==> config.mk <==
export PLATFORM = sky130hd
export DESIGN_NAME = mem_stage_flat
export DESIGN_NICKNAME = d
export VERILOG_FILES = /design/src/rtl/mem_stage_pkg.sv /design/src/rtl/mem_stage_if.sv /design/src/rtl/mem_store_align.sv /design/src/rtl/mem_stage.sv /design/src/flat_wrapper.sv
export SDC_FILE = /design/constraint.sdc
export NUM_CORES = 1
export LEC_CHECK = 0
export CELL_PAD_IN_SITES_DETAIL_PLACEMENT = 0
export CELL_PAD_IN_SITES_GLOBAL_PLACEMENT = 1
export CORE_AREA = 2 2 192 194
export CTS_BUF_LIST = sky130_fd_sc_hd__clkbuf_4 sky130_fd_sc_hd__clkbuf_8
export DETAILED_ROUTE_END_ITERATION = 10
export DIE_AREA = 0 0 194 196
export DONT_BUFFER_PORTS = 1
export PLACE_DENSITY = 0.55
export SETUP_SLACK_MARGIN = 0.05
export SLEW_MARGIN = 25
export SYNTH_ARGS = -nofsm -noshare
export SYNTH_HDL_FRONTEND = slang
export SYNTH_SLANG_ARGS = --single-unit
==> constraint.sdc <==
create_clock -name clk -period 22.6 [get_ports clk]
set_clock_uncertainty 0.05 [all_clocks]
set_input_delay 2.26 -clock clk [delete_from_list [all_inputs] [get_ports clk]]
set_output_delay 2.26 -clock clk [all_outputs]
set_load 0.05 [all_outputs]
==> src/rtl/mem_stage_pkg.sv <==
// Shared definitions for the memory-access stage: control bit positions,
// func3 encodings, FSM states and exception codes.
package mem_stage_pkg;

    // Bit positions inside the one-hot {B,AUIPC,LUI,JALR,JAL,R,S,L,I} vector
    localparam int CTRL_W     = 9;
    localparam int CTRL_I     = 0;
    localparam int CTRL_L     = 1;
    localparam int CTRL_S     = 2;
    localparam int CTRL_R     = 3;
    localparam int CTRL_JAL   = 4;
    localparam int CTRL_JALR  = 5;
    localparam int CTRL_LUI   = 6;
    localparam int CTRL_AUIPC = 7;
    localparam int CTRL_B     = 8;

    // func3 encodings for loads and stores
    localparam logic [2:0] F3_LB  = 3'b000;
    localparam logic [2:0] F3_LH  = 3'b001;
    localparam logic [2:0] F3_LW  = 3'b010;
    localparam logic [2:0] F3_LBU = 3'b100;
    localparam logic [2:0] F3_LHU = 3'b101;
    localparam logic [2:0] F3_SB  = 3'b000;
    localparam logic [2:0] F3_SH  = 3'b001;
    localparam logic [2:0] F3_SW  = 3'b010;

    // Access size is carried in func3[1:0]
    localparam logic [1:0] SZ_BYTE = 2'b00;
    localparam logic [1:0] SZ_HALF = 2'b01;
    localparam logic [1:0] SZ_WORD = 2'b10;

    typedef enum logic [1:0] {
        ST_EMPTY = 2'd0,  // no instruction held
        ST_WAIT  = 2'd1,  // RAM request outstanding
        ST_HOLD  = 2'd2   // result ready for write-back
    } ms_state_t;

    localparam logic [1:0] EXCP_NONE     = 2'b00;
    localparam logic [1:0] EXCP_MISALIGN = 2'b01;
    localparam logic [1:0] EXCP_TIMEOUT  = 2'b10;

endpackage

==> src/rtl/mem_stage_if.sv <==
// Data RAM request/acknowledge bus.
// Handshake: the master raises ram_req with ram_we/ram_addr/ram_wstrb/ram_wdata
// and holds all of them stable until a cycle in which the slave returns
// ram_ack=1; that cycle completes the access and ram_rdata is valid in it.
// The master may withdraw ram_req without an ack (timeout or reset), so the
// slave must tolerate abandoned requests.
interface mem_stage_if #(
    parameter int DATAWIDTH = 32
) ();
    logic                 ram_req;
    logic                 ram_we;
    logic [DATAWIDTH-1:0] ram_addr;
    logic [3:0]           ram_wstrb;
    logic [DATAWIDTH-1:0] ram_wdata;
    logic                 ram_ack;
    logic [DATAWIDTH-1:0] ram_rdata;

    modport master (
        output ram_req, ram_we, ram_addr, ram_wstrb, ram_wdata,
        input  ram_ack, ram_rdata
    );

    modport slave (
        input  ram_req, ram_we, ram_addr, ram_wstrb, ram_wdata,
        output ram_ack, ram_rdata
    );
endinterface

==> src/rtl/mem_store_align.sv <==
// Store lane alignment and misalignment detection for one access.
module mem_store_align
    import mem_stage_pkg::*;
#(
    parameter int DATAWIDTH = 32
) (
    input  logic                 is_mem,
    input  logic                 is_store,
    input  logic [1:0]           size,
    input  logic [1:0]           addr_lo,
    input  logic [DATAWIDTH-1:0] rs2,
    output logic [3:0]           wstrb,
    output logic [DATAWIDTH-1:0] wdata,
    output logic                 misaligned
);

    // Replicate store data into every lane and pick strobes by size/offset
    always_comb begin
        wstrb      = 4'b0000;
        wdata      = rs2;
        misaligned = 1'b0;
        case (size)
            SZ_BYTE: begin
                wstrb = 4'b0001 << addr_lo;
                wdata = {(DATAWIDTH/8){rs2[7:0]}};
            end
            SZ_HALF: begin
                wstrb      = 4'b0011 << addr_lo;
                wdata      = {(DATAWIDTH/16){rs2[15:0]}};
                misaligned = addr_lo[0];
            end
            SZ_WORD: begin
                wstrb      = 4'b1111;
                misaligned = (addr_lo != 2'b00);
            end
            default: ;
        endcase
        if (!is_store) wstrb = 4'b0000;
        if (!is_mem) misaligned = 1'b0;
    end

endmodule

==> src/rtl/mem_stage.sv <==
// Memory-access pipeline stage: registers the EX bundle, performs the data
// RAM access over req/ack with a timeout, and presents the MEM->WB bundle.
module mem_stage
    import mem_stage_pkg::*;
#(
    parameter int DATAWIDTH = 32,
    parameter int TIMEOUT   = 255
) (
    input  logic                 clk,
    input  logic                 rst,
    input  logic                 es_to_ms_valid,
    output logic                 ms_allowin,
    input  logic [CTRL_W-1:0]    es_ctrl,
    input  logic [2:0]           es_func3,
    input  logic [DATAWIDTH-1:0] es_alu_res,
    input  logic [DATAWIDTH-1:0] es_rs2_data,
    input  logic [DATAWIDTH-1:0] es_imme,
    input  logic [DATAWIDTH-1:0] es_pc_add_4,
    input  logic [DATAWIDTH-1:0] es_pc_add_imme,
    input  logic [4:0]           es_rd,
    mem_stage_if.master          ram,
    input  logic                 ws_allowin,
    output logic                 ms_to_ws_valid,
    output logic [CTRL_W-1:0]    ms_ctrl,
    output logic [2:0]           ms_func3,
    output logic [DATAWIDTH-1:0] ms_alu_res,
    output logic [DATAWIDTH-1:0] ms_rs2_data,
    output logic [DATAWIDTH-1:0] ms_imme,
    output logic [DATAWIDTH-1:0] ms_pc_add_4,
    output logic [DATAWIDTH-1:0] ms_pc_add_imme,
    output logic [4:0]           ms_rd,
    output logic [DATAWIDTH-1:0] ms_ram_rdata,
    output logic [1:0]           ms_excp,
    output logic [1:0]           dbg_state
);

    localparam logic [7:0] TIMEOUT_LAST = 8'(TIMEOUT - 1);

    ms_state_t            state, state_nxt;
    logic [7:0]           wait_cnt;
    logic                 req_we;
    logic [3:0]           req_wstrb;
    logic [DATAWIDTH-1:0] req_wdata;

    logic                 accept;
    logic                 es_is_mem;
    logic                 es_needs_ram;
    logic                 timeout_hit;
    logic [3:0]           al_wstrb;
    logic [DATAWIDTH-1:0] al_wdata;
    logic                 al_misaligned;

    assign es_is_mem      = es_ctrl[CTRL_L] | es_ctrl[CTRL_S];
    assign ms_allowin     = (state == ST_EMPTY) | ((state == ST_HOLD) & ws_allowin);
    assign accept         = es_to_ms_valid & ms_allowin;
    assign es_needs_ram   = es_is_mem & ~al_misaligned;
    assign timeout_hit    = (wait_cnt == TIMEOUT_LAST);
    assign ms_to_ws_valid = (state == ST_HOLD);
    assign dbg_state      = state;

    // Request side is driven purely from registered values, so it stays
    // stable for the whole WAIT period and drops with an async reset.
    assign ram.ram_req   = (state == ST_WAIT);
    assign ram.ram_we    = req_we;
    assign ram.ram_addr  = {ms_alu_res[DATAWIDTH-1:2], 2'b00};
    assign ram.ram_wstrb = req_wstrb;
    assign ram.ram_wdata = req_wdata;

    // Alignment is evaluated on the incoming bundle so the WAIT/HOLD choice
    // can be made on the accept edge with no extra cycle.
    mem_store_align #(.DATAWIDTH(DATAWIDTH)) u_align (
        .is_mem     (es_is_mem),
        .is_store   (es_ctrl[CTRL_S]),
        .size       (es_func3[1:0]),
        .addr_lo    (es_alu_res[1:0]),
        .rs2        (es_rs2_data),
        .wstrb      (al_wstrb),
        .wdata      (al_wdata),
        .misaligned (al_misaligned)
    );

    // State register
    always_ff @(posedge clk or posedge rst) begin
        if (rst) state <= ST_EMPTY;
        else     state <= state_nxt;
    end

    // Next-state: accept from EMPTY/HOLD, complete WAIT on ack or timeout
    always_comb begin
        state_nxt = state;
        case (state)
            ST_EMPTY: begin
                if (accept) state_nxt = es_needs_ram ? ST_WAIT : ST_HOLD;
            end
            ST_WAIT: begin
                if (ram.ram_ack || timeout_hit) state_nxt = ST_HOLD;
            end
            ST_HOLD: begin
                if (accept)          state_nxt = es_needs_ram ? ST_WAIT : ST_HOLD;
                else if (ws_allowin) state_nxt = ST_EMPTY;
            end
            default: state_nxt = ST_EMPTY;
        endcase
    end

    // Bundle capture on accept; read data / timeout status updated in WAIT
    always_ff @(posedge clk or posedge rst) begin
        if (rst) begin
            ms_ctrl        <= '0;
            ms_func3       <= '0;
            ms_alu_res     <= '0;
            ms_rs2_data    <= '0;
            ms_imme        <= '0;
            ms_pc_add_4    <= '0;
            ms_pc_add_imme <= '0;
            ms_rd          <= '0;
            ms_ram_rdata   <= '0;
            ms_excp        <= EXCP_NONE;
            req_we         <= 1'b0;
            req_wstrb      <= 4'b0000;
            req_wdata      <= '0;
        end else if (accept) begin
            ms_ctrl        <= es_ctrl;
            ms_func3       <= es_func3;
            ms_alu_res     <= es_alu_res;
            ms_rs2_data    <= es_rs2_data;
            ms_imme        <= es_imme;
            ms_pc_add_4    <= es_pc_add_4;
            ms_pc_add_imme <= es_pc_add_imme;
            ms_rd          <= es_rd;
            ms_excp        <= al_misaligned ? EXCP_MISALIGN : EXCP_NONE;
            req_we         <= es_ctrl[CTRL_S];
            req_wstrb      <= al_wstrb;
            req_wdata      <= al_wdata;
        end else if (state == ST_WAIT) begin
            if (ram.ram_ack)      ms_ram_rdata <= ram.ram_rdata;
            else if (timeout_hit) ms_excp      <= EXCP_TIMEOUT;
        end
    end

    // Wait counter: cleared on accept, counts WAIT cycles without ack
    always_ff @(posedge clk or posedge rst) begin
        if (rst)                                   wait_cnt <= 8'd0;
        else if (accept)                           wait_cnt <= 8'd0;
        else if (state == ST_WAIT && !ram.ram_ack) wait_cnt <= wait_cnt + 8'd1;
    end

endmodule

==> src/flat_wrapper.sv <==
// flat-port wrapper written by rule: the top's interface ports become plain ports
module mem_stage_flat import mem_stage_pkg::*;
#(
    parameter int DATAWIDTH = 32,
    parameter int TIMEOUT   = 255
)
  (clk, rst, es_to_ms_valid, ms_allowin, es_ctrl, es_func3, es_alu_res, es_rs2_data, es_imme, es_pc_add_4, es_pc_add_imme, es_rd, ws_allowin, ms_to_ws_valid, ms_ctrl, ms_func3, ms_alu_res, ms_rs2_data, ms_imme, ms_pc_add_4, ms_pc_add_imme, ms_rd, ms_ram_rdata, ms_excp, dbg_state, ram_ram_req, ram_ram_we, ram_ram_addr, ram_ram_wstrb, ram_ram_wdata, ram_ram_ack, ram_ram_rdata);
  mem_stage_if #(.DATAWIDTH(DATAWIDTH)) ram_i ();
  input  logic clk;
  input  logic rst;
  input  logic es_to_ms_valid;
  output logic ms_allowin;
  input  logic [CTRL_W-1:0] es_ctrl;
  input  logic [2:0] es_func3;
  input  logic [DATAWIDTH-1:0] es_alu_res;
  input  logic [DATAWIDTH-1:0] es_rs2_data;
  input  logic [DATAWIDTH-1:0] es_imme;
  input  logic [DATAWIDTH-1:0] es_pc_add_4;
  input  logic [DATAWIDTH-1:0] es_pc_add_imme;
  input  logic [4:0] es_rd;
  input  logic ws_allowin;
  output logic ms_to_ws_valid;
  output logic [CTRL_W-1:0] ms_ctrl;
  output logic [2:0] ms_func3;
  output logic [DATAWIDTH-1:0] ms_alu_res;
  output logic [DATAWIDTH-1:0] ms_rs2_data;
  output logic [DATAWIDTH-1:0] ms_imme;
  output logic [DATAWIDTH-1:0] ms_pc_add_4;
  output logic [DATAWIDTH-1:0] ms_pc_add_imme;
  output logic [4:0] ms_rd;
  output logic [DATAWIDTH-1:0] ms_ram_rdata;
  output logic [1:0] ms_excp;
  output logic [1:0] dbg_state;
  output wire logic [$bits(ram_i.ram_req)-1:0] ram_ram_req;
  output wire logic [$bits(ram_i.ram_we)-1:0] ram_ram_we;
  output wire logic [$bits(ram_i.ram_addr)-1:0] ram_ram_addr;
  output wire logic [$bits(ram_i.ram_wstrb)-1:0] ram_ram_wstrb;
  output wire logic [$bits(ram_i.ram_wdata)-1:0] ram_ram_wdata;
  input wire logic [$bits(ram_i.ram_ack)-1:0] ram_ram_ack;
  input wire logic [$bits(ram_i.ram_rdata)-1:0] ram_ram_rdata;
  assign ram_ram_req = ram_i.ram_req;
  assign ram_ram_we = ram_i.ram_we;
  assign ram_ram_addr = ram_i.ram_addr;
  assign ram_ram_wstrb = ram_i.ram_wstrb;
  assign ram_ram_wdata = ram_i.ram_wdata;
  assign ram_i.ram_ack = ram_ram_ack;
  assign ram_i.ram_rdata = ram_ram_rdata;
  mem_stage #(.DATAWIDTH(DATAWIDTH), .TIMEOUT(TIMEOUT)) u_core (.clk(clk), .rst(rst), .es_to_ms_valid(es_to_ms_valid), .ms_allowin(ms_allowin), .es_ctrl(es_ctrl), .es_func3(es_func3), .es_alu_res(es_alu_res), .es_rs2_data(es_rs2_data), .es_imme(es_imme), .es_pc_add_4(es_pc_add_4), .es_pc_add_imme(es_pc_add_imme), .es_rd(es_rd), .ram(ram_i), .ws_allowin(ws_allowin), .ms_to_ws_valid(ms_to_ws_valid), .ms_ctrl(ms_ctrl), .ms_func3(ms_func3), .ms_alu_res(ms_alu_res), .ms_rs2_data(ms_rs2_data), .ms_imme(ms_imme), .ms_pc_add_4(ms_pc_add_4), .ms_pc_add_imme(ms_pc_add_imme), .ms_rd(ms_rd), .ms_ram_rdata(ms_ram_rdata), .ms_excp(ms_excp), .dbg_state(dbg_state));
endmodule
### Yosys cells after proc, flatten, opt, wreduce, memory -nomap -nowiden

Index checks and enable logic that the tools add are counted.
W data, S select, Z words.

| storage, ports and cells | value |
|---|---|
| register bits after elaboration | 258 |
| input bits | 214 |
| output and inout bits | 285 |
| logic and storage cells | 64 |

| cells by class | value |
|---|---|
| add/subtract/negate cells | 1 |
| equality and inequality tests | 9 |
| shifts and indexed selects | 2 |
| muxes and demuxes | 18 |
| bitwise gates (word level) | 7 |
| reductions and logical operators | 12 |

Operators with widths:

| kind | number |
|---|---|
| $pmux W32 S2 | 1 |
| $mux W2 | 9 |
| $mux W8 | 2 |
| $pmux W4 S3 | 1 |
| $reduce_and A3 Y1 | 3 |
| $add A8 B1 Y8 const B | 1 |
| $eq A8 B8 Y1 const B | 1 |
| $reduce_bool A2 Y1 | 4 |
| $ne A2 B1 Y1 const B | 3 |
| $pmux W2 S3 | 1 |
| $eq A2 B1 Y1 const B | 2 |
| $eq A2 B2 Y1 const B | 2 |
| $logic_not A2 Y1 | 2 |
| $mux W4 | 1 |
| $shl A1 B2 Y4 const A | 1 |
| $shl A2 B2 Y4 const A | 1 |
| $and A1 B1 Y1 | 3 |
| $ne A3 B2 Y1 const B | 1 |
| $mux W1 | 2 |
| $not A1 Y1 | 2 |
| $or A1 B1 Y1 | 2 |
| $pmux W1 S2 | 1 |
| $logic_and A1 B1 Y1 | 1 |
| $logic_not A1 Y1 | 1 |
| $logic_or A1 B1 Y1 | 1 |

### Logic depth before layout (Yosys ltp)

| depth | value |
|---|---|
| word-level depth | 8 |
| depth in mapped cells | 7 |
| gate-level depth less buffers | 5 |

### Hierarchy

A second synthesis with hierarchy kept.

| second synthesis, totals | value |
|---|---|
| cell total of the unflattened synthesis | 709 |
| area, all modules | 10661.5 µm² |

By module, submodules not included:

| module | times used | cells each | area an instance (µm²) | sequential area each (µm²) |
|---|---|---|---|---|
| mem_stage | 1 | 620 | 10094.7 | 6431.2 |
| mem_store_align | 1 | 89 | 566.8 | 0.0 |

### Worst setup path before layout

Ideal clock, no wire load.

| timing path | value |
|---|---|
| kind | input-to-output |
| from | in ws_allowin |
| to | out ms_allowin |
| data arrival time | 3091 ps |
| data required time | 20290 ps |
| slack | 17199 ps |
| stages on the path | 3 |
| path buffers | 1 |
| cells stage by stage | nor2b_1 -> buf_2 -> nor2_1 |

| on the way | value |
|---|---|
| cells in the longest elaborated chain, start to end | 2 |

RTL lines:

| item | RTL line | text |
|---|---|---|
| start, declared | flat_wrapper.sv:21 | `input logic ws_allowin;` |
| $and A1 B1 Y1 | mem_stage.sv:54 | `assign ms_allowin = (state == ST_EMPTY) \| ((state == ST_HOLD) & ws_allowin);` |
| $or A1 B1 Y1 | mem_stage.sv:54 |  |
| end, declared | flat_wrapper.sv:12 | `output logic ms_allowin;` |

No other way between the ends.

### Worst setup path in the final report

Ends and elaborated chain as after synthesis.

==> flow_summary.ini <==
[logic_synthesis]
synth_xor_area_frac = 0.000863
yosys-top-cells-count = dfrtp_1, mux2_2, buf_4, buf_2, a31oi_1
synth_compound_area_frac = 0.0529
synth-seq-area-share = 0.614
synth.avg_cell_area_um2 = 14.6
async_flop_share = 1.00
ys_top_cells_by_area = dfrtp_1, mux2_2, buf_4, a31oi_1, buf_2
synth_top_family_by_area = multiplexers
synth-simple-area-share = 0.0238
synth_top_area_cell = dfrtp_1
syn_area_um2 = 10100
yosysUniqueCellTypes = 41
synth.area.mux_share = 0.251
synthAdderAreaFrac = 0.00616
synth_cells = 697
synth-main-ff-cell = dfrtp_1
synth_most_common_cell = dfrtp_1
synth_top_area_share = 0.614
synth_seq_cells = 249
synth_edf_count = 0
yosysWarnings = 0

[setup_path]
critical_path.startpoint = ws_allowin
critPathSlowestCell = nor2b_1
reg2reg_from = u_core.dbg_state[0]$_DFFE_PP0P_
path_cells = nor2b_1 -> nor2_1
crit_buf_inv = 0
worstSetupStartpointType = input pin
worst_ep_required_time_ns = 20.29
crit_family = simple AND/OR/NAND/NOR gates
path_depth = 2
crit_end = ms_allowin
worstReg2RegEnd = u_core.ms_imme[21]$_DFFE_PP0N_
crit_arrival_ns = 3.19
critPathMaxStageDelay_ns = 0.51
cp-end-kind = output port
worstSetupPathType = input pin to output port
cp_max_fo = 9
r2r_setup_slack_ns = 19.50
reg2reg_depth = 5

[grt]
track_usage = 0.139
grt_pass1_vias = 6271
grt_pass1_wl_mm = 40.3
gr-total-overflow = 0
grt_max_degree = 121
antenna_found_initial = 1

[placed_design]
dp_cells = 1096
dp_hpwl_mm = 19.5
place_congestion = 0.766
io_buffers = 0

[detailed_routing]
routedLengthMet1_mm = 10.3
wire_per_inst_um = 23.0
firstDrtPassIters = 4
viasPerCell = 4.84
final_antenna_net_count = 0
top_layer = met4
wl_met2_mm = 13.6
dr_total_vias = 5692
wl_mm = 27.0
drcViolationCount = 0
drtIter0Drc = 192
wl_met3_mm = 2.36

[timing]
finalHoldViolCount = 0
period_share = 0.243
fin_setup_tns_ns = 0
rsz0062_at_grt = no
worstMarginPinSlew_ns = 1.06
final_max_slew_viol_count = 0
min_period_ns = 5.50
holdWs_ns = 0.425
finalSetupViolCount = 0
fmax_mhz = 182
slew_headroom = 0.292

[final_layout]
syn_to_final_growth_pct = 11.2
seqCellArea_um2 = 6230
final_cells = 1177
nNetsFinal = 895
multi_input_area_um2 = 3420
fillers = 3595
drive_above_1_share = 0.448

[cts]
cts_buffer_depth = 3
cts.repair.resized = 0
clock_sinks = 249
tritoncts.num_buffers = 46
h-tree-depth = 2
holdBufCountCts = 0
cts-root-buf = clkbuf_8
tritoncts = yes
insertion_delay_ns = 0.60
postCtsSetupRepairBufs = 0
clk_pin_slew_ns = 0.06

[hold_path]
hp-class = flop to flop

[floorplanning]
num_rows = 70
core_area_um2 = 36100
die_area_um2 = 38000
start_util = 0.281
dieHeight_um = 196
dieWidth_um = 194
io_pins = 499

[status]
status = completed

[flow_run]
max-cap-violations = 0
-- registers in the layout, indices dropped and copies added, names as in the netlist --
| signal | flops |
|---|---|
| u_core.ms_ctrl | 9 |
| u_core.dbg_state | 2 |
| u_core.ms_imme | 32 |
| u_core.ms_excp | 2 |
| u_core.ms_rs2_data | 32 |
| u_core.ms_ram_rdata | 32 |
| u_core.ms_pc_add_imme | 32 |
| u_core.ms_rd | 5 |
| u_core.ram.ram_wdata | 24 |
| u_core.ram.ram_wstrb | 4 |
| u_core.wait_cnt | 8 |
| u_core.ms_alu_res | 32 |
| u_core.ms_func3 | 3 |
| u_core.ms_pc_add_4 | 32 |
-- cell type report --
cell class | count | area share
inverters | 7 | 0.00299
diodes | 1 | 0.000222
clock buffers | 69 | 0.0764
repair buffers | 10 | 0.00699
multi-input cells | 362 | 0.303
well taps | 468 | 0.0519
clock inverters | 11 | 0.00565
flip-flops and latches | 249 | 0.552
-- metrics by stage --
stage / setup slack, ns / cell area [um^2] / utilization
detailed placement: 17.11 / 10400 / 0.287
CTS: 17.11 / 11300 / 0.313
floorplan: 13.45 / 10200 / -
global route: 17.02 / 11300 / 0.313
global placement: 17.16 / 10300 / 0.287
finish: 17.10 / 11300 / 0.313
-- cells by family (layout without fill, tap and decap cells) --
group	after synthesis	count (layout)
XOR/XNOR	1	1
flip-flops	249	249
AO/OA/AOI/OAI	81	81
adder cells (fa/ha/maj)	5	5
AND/OR/NAND/NOR	46	46
multiplexers	227	227
buffers and inverters	87	97
other	1	3
-- worst min path at each step --
stage	from	cells past startpoint	endpoint	slack, ns
floorplan	u_core.wait_cnt[6]$_DFFE_PP0P_	1	u_core.wait_cnt[6]$_DFFE_PP0P_	0.40
global placement	u_core.wait_cnt[6]$_DFFE_PP0P_	1	u_core.wait_cnt[6]$_DFFE_PP0P_	0.43
detailed placement	u_core.wait_cnt[6]$_DFFE_PP0P_	1	u_core.wait_cnt[6]$_DFFE_PP0P_	0.42
CTS	u_core.wait_cnt[6]$_DFFE_PP0P_	1	u_core.wait_cnt[6]$_DFFE_PP0P_	0.43
global route	u_core.wait_cnt[6]$_DFFE_PP0P_	1	u_core.wait_cnt[6]$_DFFE_PP0P_	0.49
finish	u_core.wait_cnt[6]$_DFFE_PP0P_	1	u_core.wait_cnt[6]$_DFFE_PP0P_	0.43
-- placed cells by master (no fill, tap or decap), types with 2 or more instances in the layout --
cell type  Yosys  final
a22o_1         8      8
nor3_1         3      2
or2_2          2      2
clkinv_2       0      9
nand3_1        6      5
a31oi_1       24     24
clkbuf_4       0     14
o31ai_1       13     13
inv_1          5      4
conb_1         1      2
mux2_2       217    217
nand4_1        2      2
clkbuf_8       0     55
mux2i_1       10     10
nand2b_1       2      2
nand2_1       13     12
inv_8          0      2
buf_4         43      9
or4_1          2      2
ha_1           5      5
clkinv_1       2      2
nor2_1         5      4
a21oi_1       17     17
o21ai_0        5      5
dfrtp_2        0      3
a22oi_1        7      7
nor2b_1        4      4
dfrtp_1      249    246
-- routing by layer --
layer,track usage,up-vias
li1,-,2410
met1,0.160,2929
met2,0.230,305
met3,0.0562,48
met4,0.0567,0
met5,0,-
Power is not shown: default switching activity piles up to over one toggle a cycle in this logic, so the estimate is an artifact.
